### src/rtl/vram_write_queue_pkg.sv
// Shared constants and drain FSM encoding for the back-VRAM write queue.
package vram_write_queue_pkg;

    localparam logic [15:0] VRAM_BASE   = 16'h8000;
    localparam logic [15:0] CTRL_ADDR   = 16'hA000;
    localparam int          VRAM_ADDR_W = 13;

    typedef enum logic [1:0] {
        ST_IDLE,
        ST_SETUP,
        ST_STROBE,
        ST_HOLD
    } drain_state_t;

endpackage

### src/rtl/vram_write_queue_if.sv
// Z80 write bus on one side and back-VRAM SRAM pins on the other.
interface vram_write_queue_if;
    import vram_write_queue_pkg::*;

    logic [15:0]            cpu_addr;
    logic [7:0]             cpu_data_in;
    logic                   cpu_wr;
    logic                   cpu_mreq;
    logic [VRAM_ADDR_W-1:0] back_vram_addr;
    logic [7:0]             back_vram_data_out;
    logic                   back_vram_data_oe;
    logic                   back_vram_wr_low;

    modport master (
        output cpu_addr, cpu_data_in, cpu_wr, cpu_mreq,
        input  back_vram_addr, back_vram_data_out, back_vram_data_oe, back_vram_wr_low
    );

    modport slave (
        input  cpu_addr, cpu_data_in, cpu_wr, cpu_mreq,
        output back_vram_addr, back_vram_data_out, back_vram_data_oe, back_vram_wr_low
    );

endinterface

### src/rtl/vram_write_queue_sync_fifo.sv
// Generic synchronous FIFO; pop_data is a register that holds the last popped entry.
module sync_fifo #(
    parameter int WIDTH      = 8,
    parameter int DEPTH_LOG2 = 4
) (
    input  logic                  clk,
    input  logic                  rst_n,
    input  logic                  push,
    input  logic [WIDTH-1:0]      push_data,
    input  logic                  pop,
    output logic [WIDTH-1:0]      pop_data,
    output logic                  full,
    output logic                  empty,
    output logic [DEPTH_LOG2:0]   level
);

    localparam int DEPTH = 1 << DEPTH_LOG2;

    logic [WIDTH-1:0]      mem [DEPTH];
    logic [DEPTH_LOG2-1:0] wr_ptr;
    logic [DEPTH_LOG2-1:0] rd_ptr;
    logic                  do_push;
    logic                  do_pop;

    // Level never exceeds DEPTH, so its MSB alone marks the full state.
    assign full    = level[DEPTH_LOG2];
    assign empty   = (level == '0);
    assign do_pop  = pop && !empty;
    assign do_push = push && (!full || do_pop);

    always_ff @(posedge clk) begin
        if (do_push) begin
            mem[wr_ptr] <= push_data;
        end
    end

    always_ff @(posedge clk or negedge rst_n) begin
        if (!rst_n) begin
            wr_ptr   <= '0;
            rd_ptr   <= '0;
            level    <= '0;
            pop_data <= '0;
        end else begin
            if (do_push) begin
                wr_ptr <= wr_ptr + 1'b1;
            end
            if (do_pop) begin
                rd_ptr   <= rd_ptr + 1'b1;
                pop_data <= mem[rd_ptr];
            end
            case ({do_push, do_pop})
                2'b10:   level <= level + 1'b1;
                2'b01:   level <= level - 1'b1;
                default: level <= level;
            endcase
        end
    end

endmodule

### src/rtl/vram_write_queue.sv
// Captures Z80 writes into the back-VRAM window, queues them and drains them to SRAM
// with a timed WE_n strobe, deferring to the buffer copier between cycles.
module vram_write_queue #(
    parameter logic [15:0] VRAM_BASE       = vram_write_queue_pkg::VRAM_BASE,
    parameter logic [15:0] CTRL_ADDR       = vram_write_queue_pkg::CTRL_ADDR,
    parameter int          FIFO_DEPTH_LOG2 = 4,
    parameter int          WR_PULSE        = 2
) (
    input  logic                     clk,
    input  logic                     rst_n,
    vram_write_queue_if.slave        bus,
    input  logic                     copy_in_progress,
    output logic                     back_vram_busy,
    output logic [7:0]               copy_enable,
    output logic [FIFO_DEPTH_LOG2:0] fifo_level,
    output logic                     fifo_overflow
);
    import vram_write_queue_pkg::*;

    localparam int          ENTRY_W    = VRAM_ADDR_W + 8;
    localparam logic [2:0]  PULSE_LAST = 3'(WR_PULSE - 1);

    logic [1:0]         rst_sync;
    logic               rst_int_n;
    logic               strobe_n, strobe_meta, strobe_sync, strobe_prev, strobe_fall;
    logic [15:0]        addr_p1, addr_p2;
    logic [7:0]         data_p1, data_p2;
    logic               push_req;
    logic [ENTRY_W-1:0] push_entry;
    logic [ENTRY_W-1:0] fifo_head;
    logic               fifo_full, fifo_empty, fifo_pop;
    drain_state_t       state, state_next;
    logic [2:0]         pulse_cnt;
    logic               wr_low_q, oe_q;

    // Reset asserts at once but releases on a clock edge.
    always_ff @(posedge clk or negedge rst_n) begin
        if (!rst_n) rst_sync <= '0;
        else        rst_sync <= {rst_sync[0], 1'b1};
    end
    assign rst_int_n = rst_sync[1];

    assign strobe_n    = bus.cpu_wr | bus.cpu_mreq;
    assign strobe_fall = strobe_prev & ~strobe_sync;

    always_ff @(posedge clk or negedge rst_int_n) begin
        if (!rst_int_n) begin
            strobe_meta <= 1'b1;
            strobe_sync <= 1'b1;
            strobe_prev <= 1'b1;
            addr_p1     <= '0;
            addr_p2     <= '0;
            data_p1     <= '0;
            data_p2     <= '0;
        end else begin
            strobe_meta <= strobe_n;
            strobe_sync <= strobe_meta;
            strobe_prev <= strobe_sync;
            addr_p1     <= bus.cpu_addr;
            addr_p2     <= addr_p1;
            data_p1     <= bus.cpu_data_in;
            data_p2     <= data_p1;
        end
    end

    // Address decode fires once per synchronized strobe fall.
    always_ff @(posedge clk or negedge rst_int_n) begin
        if (!rst_int_n) begin
            push_req    <= 1'b0;
            push_entry  <= '0;
            copy_enable <= '0;
        end else begin
            push_req   <= strobe_fall &&
                          (addr_p2[15:VRAM_ADDR_W] == VRAM_BASE[15:VRAM_ADDR_W]);
            push_entry <= {addr_p2[VRAM_ADDR_W-1:0], data_p2};
            if (strobe_fall && (addr_p2 == CTRL_ADDR)) begin
                copy_enable <= data_p2;
            end
        end
    end

    sync_fifo #(
        .WIDTH      (ENTRY_W),
        .DEPTH_LOG2 (FIFO_DEPTH_LOG2)
    ) u_fifo (
        .clk       (clk),
        .rst_n     (rst_int_n),
        .push      (push_req),
        .push_data (push_entry),
        .pop       (fifo_pop),
        .pop_data  (fifo_head),
        .full      (fifo_full),
        .empty     (fifo_empty),
        .level     (fifo_level)
    );

    always_ff @(posedge clk or negedge rst_int_n) begin
        if (!rst_int_n)                                fifo_overflow <= 1'b0;
        else if (push_req && fifo_full && !fifo_pop)   fifo_overflow <= 1'b1;
    end

    // Strobe outputs are registered from the next state so WE_n is glitch-free.
    always_ff @(posedge clk or negedge rst_int_n) begin
        if (!rst_int_n) begin
            state          <= ST_IDLE;
            pulse_cnt      <= '0;
            wr_low_q       <= 1'b1;
            oe_q           <= 1'b0;
            back_vram_busy <= 1'b0;
        end else begin
            state <= state_next;
            if (state_next == ST_STROBE && state != ST_STROBE) begin
                pulse_cnt <= PULSE_LAST;
            end else if (state == ST_STROBE) begin
                pulse_cnt <= pulse_cnt - 3'd1;
            end
            wr_low_q       <= (state_next != ST_STROBE);
            oe_q           <= (state_next != ST_IDLE);
            back_vram_busy <= (state_next != ST_IDLE);
        end
    end

    always_comb begin
        state_next = state;
        fifo_pop   = 1'b0;
        case (state)
            ST_IDLE: begin
                if (!fifo_empty && !copy_in_progress) begin
                    fifo_pop   = 1'b1;
                    state_next = ST_SETUP;
                end
            end
            ST_SETUP:  state_next = ST_STROBE;
            ST_STROBE: if (pulse_cnt == 3'd0) state_next = ST_HOLD;
            ST_HOLD:   state_next = ST_IDLE;
            default:   state_next = ST_IDLE;
        endcase
    end

    assign bus.back_vram_addr     = fifo_head[ENTRY_W-1:8];
    assign bus.back_vram_data_out = fifo_head[7:0];
    assign bus.back_vram_data_oe  = oe_q;
    assign bus.back_vram_wr_low   = wr_low_q;

endmodule

### src/flat_wrapper.sv
// flat-port wrapper written by rule: the top's interface ports become plain ports
module vram_write_queue_flat import vram_write_queue_pkg::*;
#(
    parameter logic [15:0] VRAM_BASE       = vram_write_queue_pkg::VRAM_BASE,
    parameter logic [15:0] CTRL_ADDR       = vram_write_queue_pkg::CTRL_ADDR,
    parameter int          FIFO_DEPTH_LOG2 = 4,
    parameter int          WR_PULSE        = 2
)
  (clk, rst_n, copy_in_progress, back_vram_busy, copy_enable, fifo_level, fifo_overflow, bus_cpu_addr, bus_cpu_data_in, bus_cpu_wr, bus_cpu_mreq, bus_back_vram_addr, bus_back_vram_data_out, bus_back_vram_data_oe, bus_back_vram_wr_low);
  vram_write_queue_if bus_i ();
  input  logic clk;
  input  logic rst_n;
  input  logic copy_in_progress;
  output logic back_vram_busy;
  output logic [7:0] copy_enable;
  output logic [FIFO_DEPTH_LOG2:0] fifo_level;
  output logic fifo_overflow;
  input wire logic [$bits(bus_i.cpu_addr)-1:0] bus_cpu_addr;
  input wire logic [$bits(bus_i.cpu_data_in)-1:0] bus_cpu_data_in;
  input wire logic [$bits(bus_i.cpu_wr)-1:0] bus_cpu_wr;
  input wire logic [$bits(bus_i.cpu_mreq)-1:0] bus_cpu_mreq;
  output wire logic [$bits(bus_i.back_vram_addr)-1:0] bus_back_vram_addr;
  output wire logic [$bits(bus_i.back_vram_data_out)-1:0] bus_back_vram_data_out;
  output wire logic [$bits(bus_i.back_vram_data_oe)-1:0] bus_back_vram_data_oe;
  output wire logic [$bits(bus_i.back_vram_wr_low)-1:0] bus_back_vram_wr_low;
  assign bus_i.cpu_addr = bus_cpu_addr;
  assign bus_i.cpu_data_in = bus_cpu_data_in;
  assign bus_i.cpu_wr = bus_cpu_wr;
  assign bus_i.cpu_mreq = bus_cpu_mreq;
  assign bus_back_vram_addr = bus_i.back_vram_addr;
  assign bus_back_vram_data_out = bus_i.back_vram_data_out;
  assign bus_back_vram_data_oe = bus_i.back_vram_data_oe;
  assign bus_back_vram_wr_low = bus_i.back_vram_wr_low;
  vram_write_queue #(.VRAM_BASE(VRAM_BASE), .CTRL_ADDR(CTRL_ADDR), .FIFO_DEPTH_LOG2(FIFO_DEPTH_LOG2), .WR_PULSE(WR_PULSE)) u_core (.clk(clk), .rst_n(rst_n), .bus(bus_i), .copy_in_progress(copy_in_progress), .back_vram_busy(back_vram_busy), .copy_enable(copy_enable), .fifo_level(fifo_level), .fifo_overflow(fifo_overflow));
endmodule
### config.mk
export PLATFORM = sky130hd
export DESIGN_NAME = vram_write_queue_flat
export DESIGN_NICKNAME = d
export VERILOG_FILES = /design/src/rtl/vram_write_queue_pkg.sv /design/src/rtl/vram_write_queue_if.sv /design/src/rtl/vram_write_queue_sync_fifo.sv /design/src/rtl/vram_write_queue.sv /design/src/flat_wrapper.sv
export SDC_FILE = /design/constraint.sdc
export NUM_CORES = 1
export LEC_CHECK = 0
export CAP_MARGIN = 20
export CELL_PAD_IN_SITES_DETAIL_PLACEMENT = 0
export CELL_PAD_IN_SITES_GLOBAL_PLACEMENT = 1
export CORE_UTILIZATION = 50
export CTS_BUF_LIST = sky130_fd_sc_hd__clkbuf_8
export CTS_CLUSTER_DIAMETER = 50
export DETAILED_ROUTE_END_ITERATION = 16
export MAX_ROUTING_LAYER = met4
export PLACE_DENSITY = 0.72
export SLEW_MARGIN = 20
export SYNTH_ARGS = -nofsm -noshare
export SYNTH_HDL_FRONTEND = slang
export SYNTH_SLANG_ARGS = --single-unit
export TNS_END_PERCENT = 5
### constraint.sdc
create_clock -name clk -period 10.8 [get_ports clk]
set_input_delay 1.08 -clock clk [delete_from_list [all_inputs] [get_ports clk]]
set_output_delay 1.08 -clock clk [all_outputs]
set_load 0.03 [all_outputs]
Yosys cells after proc, flatten, opt, wreduce, memory -nomap -nowiden
Memories as Yosys holds them, arrays and structs flattened. A register that Yosys moved wholly into a read port is not among the register bits. Index checks and enable logic that the tools add are counted.

Memories kept: 1. Word-level logic and storage cells: 68. Bits of input ports: 29. Bits in registers: 104. Output and inout bits: 38. RAM bits: 336.

Memory list: u_core.u_fifo.mem (words 16, width 21, read ports 1, clocked after memory_dff 1, write ports 1, line vram_write_queue_sync_fifo.sv:19) `logic [WIDTH-1:0] mem [DEPTH];`.

Eq/ne operators: 10. Muxes and demuxes: 10. $add $sub $neg: 5. Reductions and logical operators: 20. Bitwise logic cells: 3.

Operator list (number): == test 16 bit, second input constant (1); case mux 5 bit (2 select lines) (1); adder 4 x 1 -> 4 bit, second input constant (2); == test 2 bit, second input constant (4); logical AND 1 bit (8); case mux 2 bit (4 select lines) (1); 2-to-1 mux 3 bit (2); nonzero test 2 bit (3); adder 5 x 1 -> 5 bit, second input constant (1); logical NOT 1 bit (5); logical NOT 5 bit (1); subtractor 5 x 1 -> 5 bit, second input constant (1); == test 2 x 1 -> 1 bit, second input constant (2); 2-to-1 mux 1 bit (4); 2-to-1 mux 2 bit (2); != test 2 bit, second input constant (2); == test 3 bit, second input constant (1); logical NOT 3 bit (1); subtractor 3 x 1 -> 3 bit, second input constant (1); logical NOT 2 bit (1); AND 1 bit (1); logical OR 1 bit (1); inverter 1 bit (1); OR 1 bit (1).

Logic depth before layout (Yosys ltp)
Depth after elaboration: 10. Depth in mapped cells: 12. Mapped depth without buffers: 11.

Modules after synthesis
Synthesis repeated with hierarchy kept, for this count alone.

Cell total of the unflattened synthesis: 812. Area total of the unflattened synthesis: 16847.4 µm².

Modules (own cells, without submodules): sync_fifo (instances 1, area each 14194.9 µm², cells an instance 673); vram_write_queue (instances 1, area each 2652.5 µm², cells an instance 139).

Worst setup path before layout
OpenSTA, ideal clock, no wires.

Path kind: input to register. From: in copy_in_progress. To: mem u_core.u_fifo.mem[0][0] (netlist bit) (enable). Setup slack: 6619 ps. Arrival: 3729 ps. Cell stages on the path: 4. Path buffers: 0. Path through: nand2b_1 -> a21boi_2 -> inv_1 -> nor4_1.

Cells in the longest elaborated chain, start to end: 9.

Ends and longest elaborated chain: from (decl) (line flat_wrapper.sv:13) `input logic copy_in_progress;`; logical NOT 1 bit (line vram_write_queue.sv:128) `if (!fifo_empty && !copy_in_progress) begin`; logical AND 1 bit (line vram_write_queue.sv:128); 2-to-1 mux 1 bit (line vram_write_queue.sv:128); 2-to-1 mux 1 bit (line vram_write_queue.sv:126) `case (state)`; logical AND 1 bit (line vram_write_queue_sync_fifo.sv:28) `assign do_pop = pop && !empty;`; logical OR 1 bit (line vram_write_queue_sync_fifo.sv:29) `assign do_push = push && (!full || do_pop);`; logical AND 1 bit (line vram_write_queue_sync_fifo.sv:29); 2-to-1 mux 1 bit (line vram_write_queue_sync_fifo.sv:32) `if (do_push) begin`; 2-to-1 mux 1 bit (not written as such) (line vram_write_queue_sync_fifo.sv:33) `mem[wr_ptr] <= push_data;`; to (decl) (line vram_write_queue_sync_fifo.sv:19).

No other way between the ends.

Worst setup path in the final report
From: in copy_in_progress. To: mem u_core.u_fifo.mem[5][13] (netlist bit) (enable).

The elaborated chain is that of the path after synthesis.

==> results.sh <==
export IMPL_status="finished clean"
export IMPL_fill_cells=2426
export IMPL_period_minus_slack_ns=3.51
export IMPL_rows=66
export IMPL_antenna_found_initial=0
export IMPL_antennaDiodeCount=0
export IMPL_synth_async_reset_ratio_pct=27.1
export IMPL_crit_required_ns=10.98
export IMPL_drt_iter0_markers=544
export IMPL_wl_per_cell_um=22.9
export IMPL_setup_tns_ns=0
export IMPL_ys_ff_latch=461
export IMPL_multi_input_area_mm2=0.00342
export IMPL_synthDistinctLibCells=44
export IMPL_synth_nets=828
export IMPL_core_area_mm2=0.0329
export IMPL_hold_violations=0
export IMPL_hpwl_um=19400
export IMPL_critPathArrivalTime_ns=3.69
export IMPL_crit_buf_inv=2
export IMPL_drt_wl_total_um=32000
export IMPL_grt_overflow_total=0
export IMPL_cts_resized=0
export IMPL_placed_cells=1265
export IMPL_worstPathMaxFanout=21
export IMPL_clkSlewWorstSetupHoldPaths_ns=0.06
export IMPL_cts_tree="yes"
export IMPL_slew_headroom_pct=28.8
export IMPL_port_buffers=66
export IMPL_grt_pass1_wl_um=49300
export IMPL_drc=0
export IMPL_h_tree_depth=3
export IMPL_syn_cell_area_mm2=0.0169
export IMPL_regArea_mm2=0.0132
export IMPL_layout_commonest_cell="edfxtp_1"
export IMPL_final_setup_viol_count=0
export IMPL_vias=7806
export IMPL_cp_slowest_cell="and2_1"
export IMPL_hp_class="reg2reg"
export IMPL_cts_sinks=461
export IMPL_die_h_um=186
export IMPL_cts_path_max_buffers=3
export IMPL_vias_per_cell=5.58
export IMPL_ys_flop_type="edfxtp_1"
export IMPL_layout_common_cells="edfxtp_1 (336), dfrtp_1 (118), clkbuf_8 (80)"
export IMPL_grt_pass1_vias=8445
export IMPL_fin_crit_sh_pct=32.5
export IMPL_cp_start_kind="input port"
export IMPL_firstDrtPassIters=5
export IMPL_die_area_mm2=0.0344
export IMPL_clk_latency_ns=0.58
export IMPL_peakVddDrop_v=0.000210
export IMPL_post_cts_repair_setup_buffers=0
export IMPL_power_leakage_uw=0.00674
export IMPL_start_util_pct=51.3
export IMPL_grt_total_usage_pct=20.4
export IMPL_layout_cells_non_filler=1399
export IMPL_final_area_mm2=0.0194
export IMPL_max_freq_mhz=285
export IMPL_grt_max_degree=71
export IMPL_synth_edf_count=336
export IMPL_ios=67
export IMPL_postCtsHoldBufs=0
export IMPL_yosysWarnings=0
export IMPL_timing_hold_ws_ns=0.333
export IMPL_fin_skew_ns=0.0272
export IMPL_avgSynthCellArea_um2=21.5
export IMPL_slew_violations=0
export IMPL_worstMarginPinSlew_ns=1.07
export IMPL_dieWidth_um=186
export IMPL_area_growth_pct=15.2
export IMPL_postRouteAntennaNets=0
export IMPL_rsz0062_at_grt="false"
export IMPL_cts_root_buf="clkbuf_8"
export IMPL_yosysSeqAreaShare_pct=78.5
export IMPL_crit_chain="clkdlybuf4s50_1 > nand2b_1 > a21boi_2 > inv_1 > nor3b_1 > and2_1"
export IMPL_p_per_area_mw_per_mm2=240
export IMPL_drive_above_1_share_pct=25.7
export IMPL_crit_family="simple AND/OR/NAND/NOR gates"
export IMPL_gp_congestion=0.827
export IMPL_timing_reg2reg_setup_slack_ns=7.49
export IMPL_critPathMaxStageDelay_ns=0.90
export IMPL_crit_type="in2reg"
export IMPL_max_cap_viol_count=0
export IMPL_cts_buffers=73
export IMPL_synth_cells=783
export IMPL_placed_area_mm2=0.0180
export IMPL_cp_end_kind="flip-flop"
export IMPL_final_nets=943
export IMPL_finish_utilization_pct=59.1
area by class of cell:
cell class,instances,share of cell area [%]
multi-input cells,270,17.6
repair buffers,78,3.91
flip-flops and latches,461,68.2
clock buffers,80,5.67
well taps,442,2.85
inverters,14,0.271
clock inverters,54,1.51
flip-flops by register name, summed over array words and instances, names as in the netlist, 3 cells and up:
register and count:
u_core.pulse_cnt 3, u_core.u_fifo.mem 336, u_core.u_fifo.rd_ptr 4, u_core.data_p2 8, u_core.push_entry 21, u_core.data_p1 8, u_core.u_fifo.level 5, u_core.addr_p2 16
u_core.copy_enable 8, u_core.u_fifo.wr_ptr 4, u_core.u_fifo.pop_data 21, u_core.addr_p1 16
per-stage QoR:
step | setup slack, ns | power [uW]
6_report | 7.29 | 4660
5_1_grt | 7.11 | 4880
4_1_cts | 7.14 | 4710
3_5_place_dp | 6.55 | 3330
3_3_place_gp | 6.74 | 3300
2_1_floorplan | 6.62 | 2980
routing by layer:
| metal | wire, um | share of wire [%] | track usage (%) |
|---|---|---|---|
| met1 | 14100 | 44 | 27.9 |
| met2 | 15400 | 48 | 31.0 |
| met3 | 1990 | 6.2 | 4.42 |
| met4 | 567 | 1.8 | 6.10 |
| met5 | 0 | 0 | - |
Yosys cell counts (7+ instances only):
master	n	area, um2
edfxtp_1	336	10100
dfrtp_1	121	3030
mux4_2	77	1730
o22ai_1	39	244
mux2_2	29	327
a21oi_1	25	125
clkbuf_1	19	71.3
ha_1	15	188
inv_1	14	52.6
and2_1	8	50.1
mux4_1	8	210
nand2_1	8	30.0
nor2_1	8	30.0
xnor2_1	8	70.1
buf_2	7	35.0
power breakdown:
part	internal [uW]	switching [uW]	total, uW
clock network	734	648	1380
logic	549	553	1100
registers	2000	171	2170
worst register-to-register path: stages (launching register included):
cell and delay (ns):
dfrtp_4 1.02, buf_4 0.78, mux4_1 0.66, mux4_2 0.46, mux2_4 0.26
kinds of logic after synthesis:
kind of cell             Yosys count  synth area share, %
flip-flops                       461                 78.5
multiplexers                     116                 13.6
AO/OA/AOI/OAI                     77                 2.76
buffers and inverters             52                 1.59
AND/OR/NAND/NOR                   50                 1.80
adder cells (fa/ha/maj)           16                 1.23
XOR/XNOR                          10                0.520
other                              1               0.0223
worst paths after layout:
check / start / endpoint / cells after the start
setup reg to reg: u_core.u_fifo.rd_ptr[0]$_DFFE_PN0P_ / u_core.u_fifo.pop_data[10]$_DFFE_PN0P_ / 4
max in group asynchronous: u_core.rst_sync[1]$_DFF_PN0_ / u_core.u_fifo.pop_data[17]$_DFFE_PN0P_ / 1
hold / removal: u_core.addr_p1[7]$_DFF_PN0_ / u_core.addr_p2[7]$_DFF_PN0_ / 0
setup / recovery: copy_in_progress / u_core.u_fifo.mem[5][13]$_DFFE_PP_ / 6
hold reg to reg: u_core.addr_p1[7]$_DFF_PN0_ / u_core.addr_p2[7]$_DFF_PN0_ / 0
min in group asynchronous: u_core.rst_sync[1]$_DFF_PN0_ / u_core.addr_p2[2]$_DFF_PN0_ / 0
Note: power is estimated with default switching activity, not from simulation.
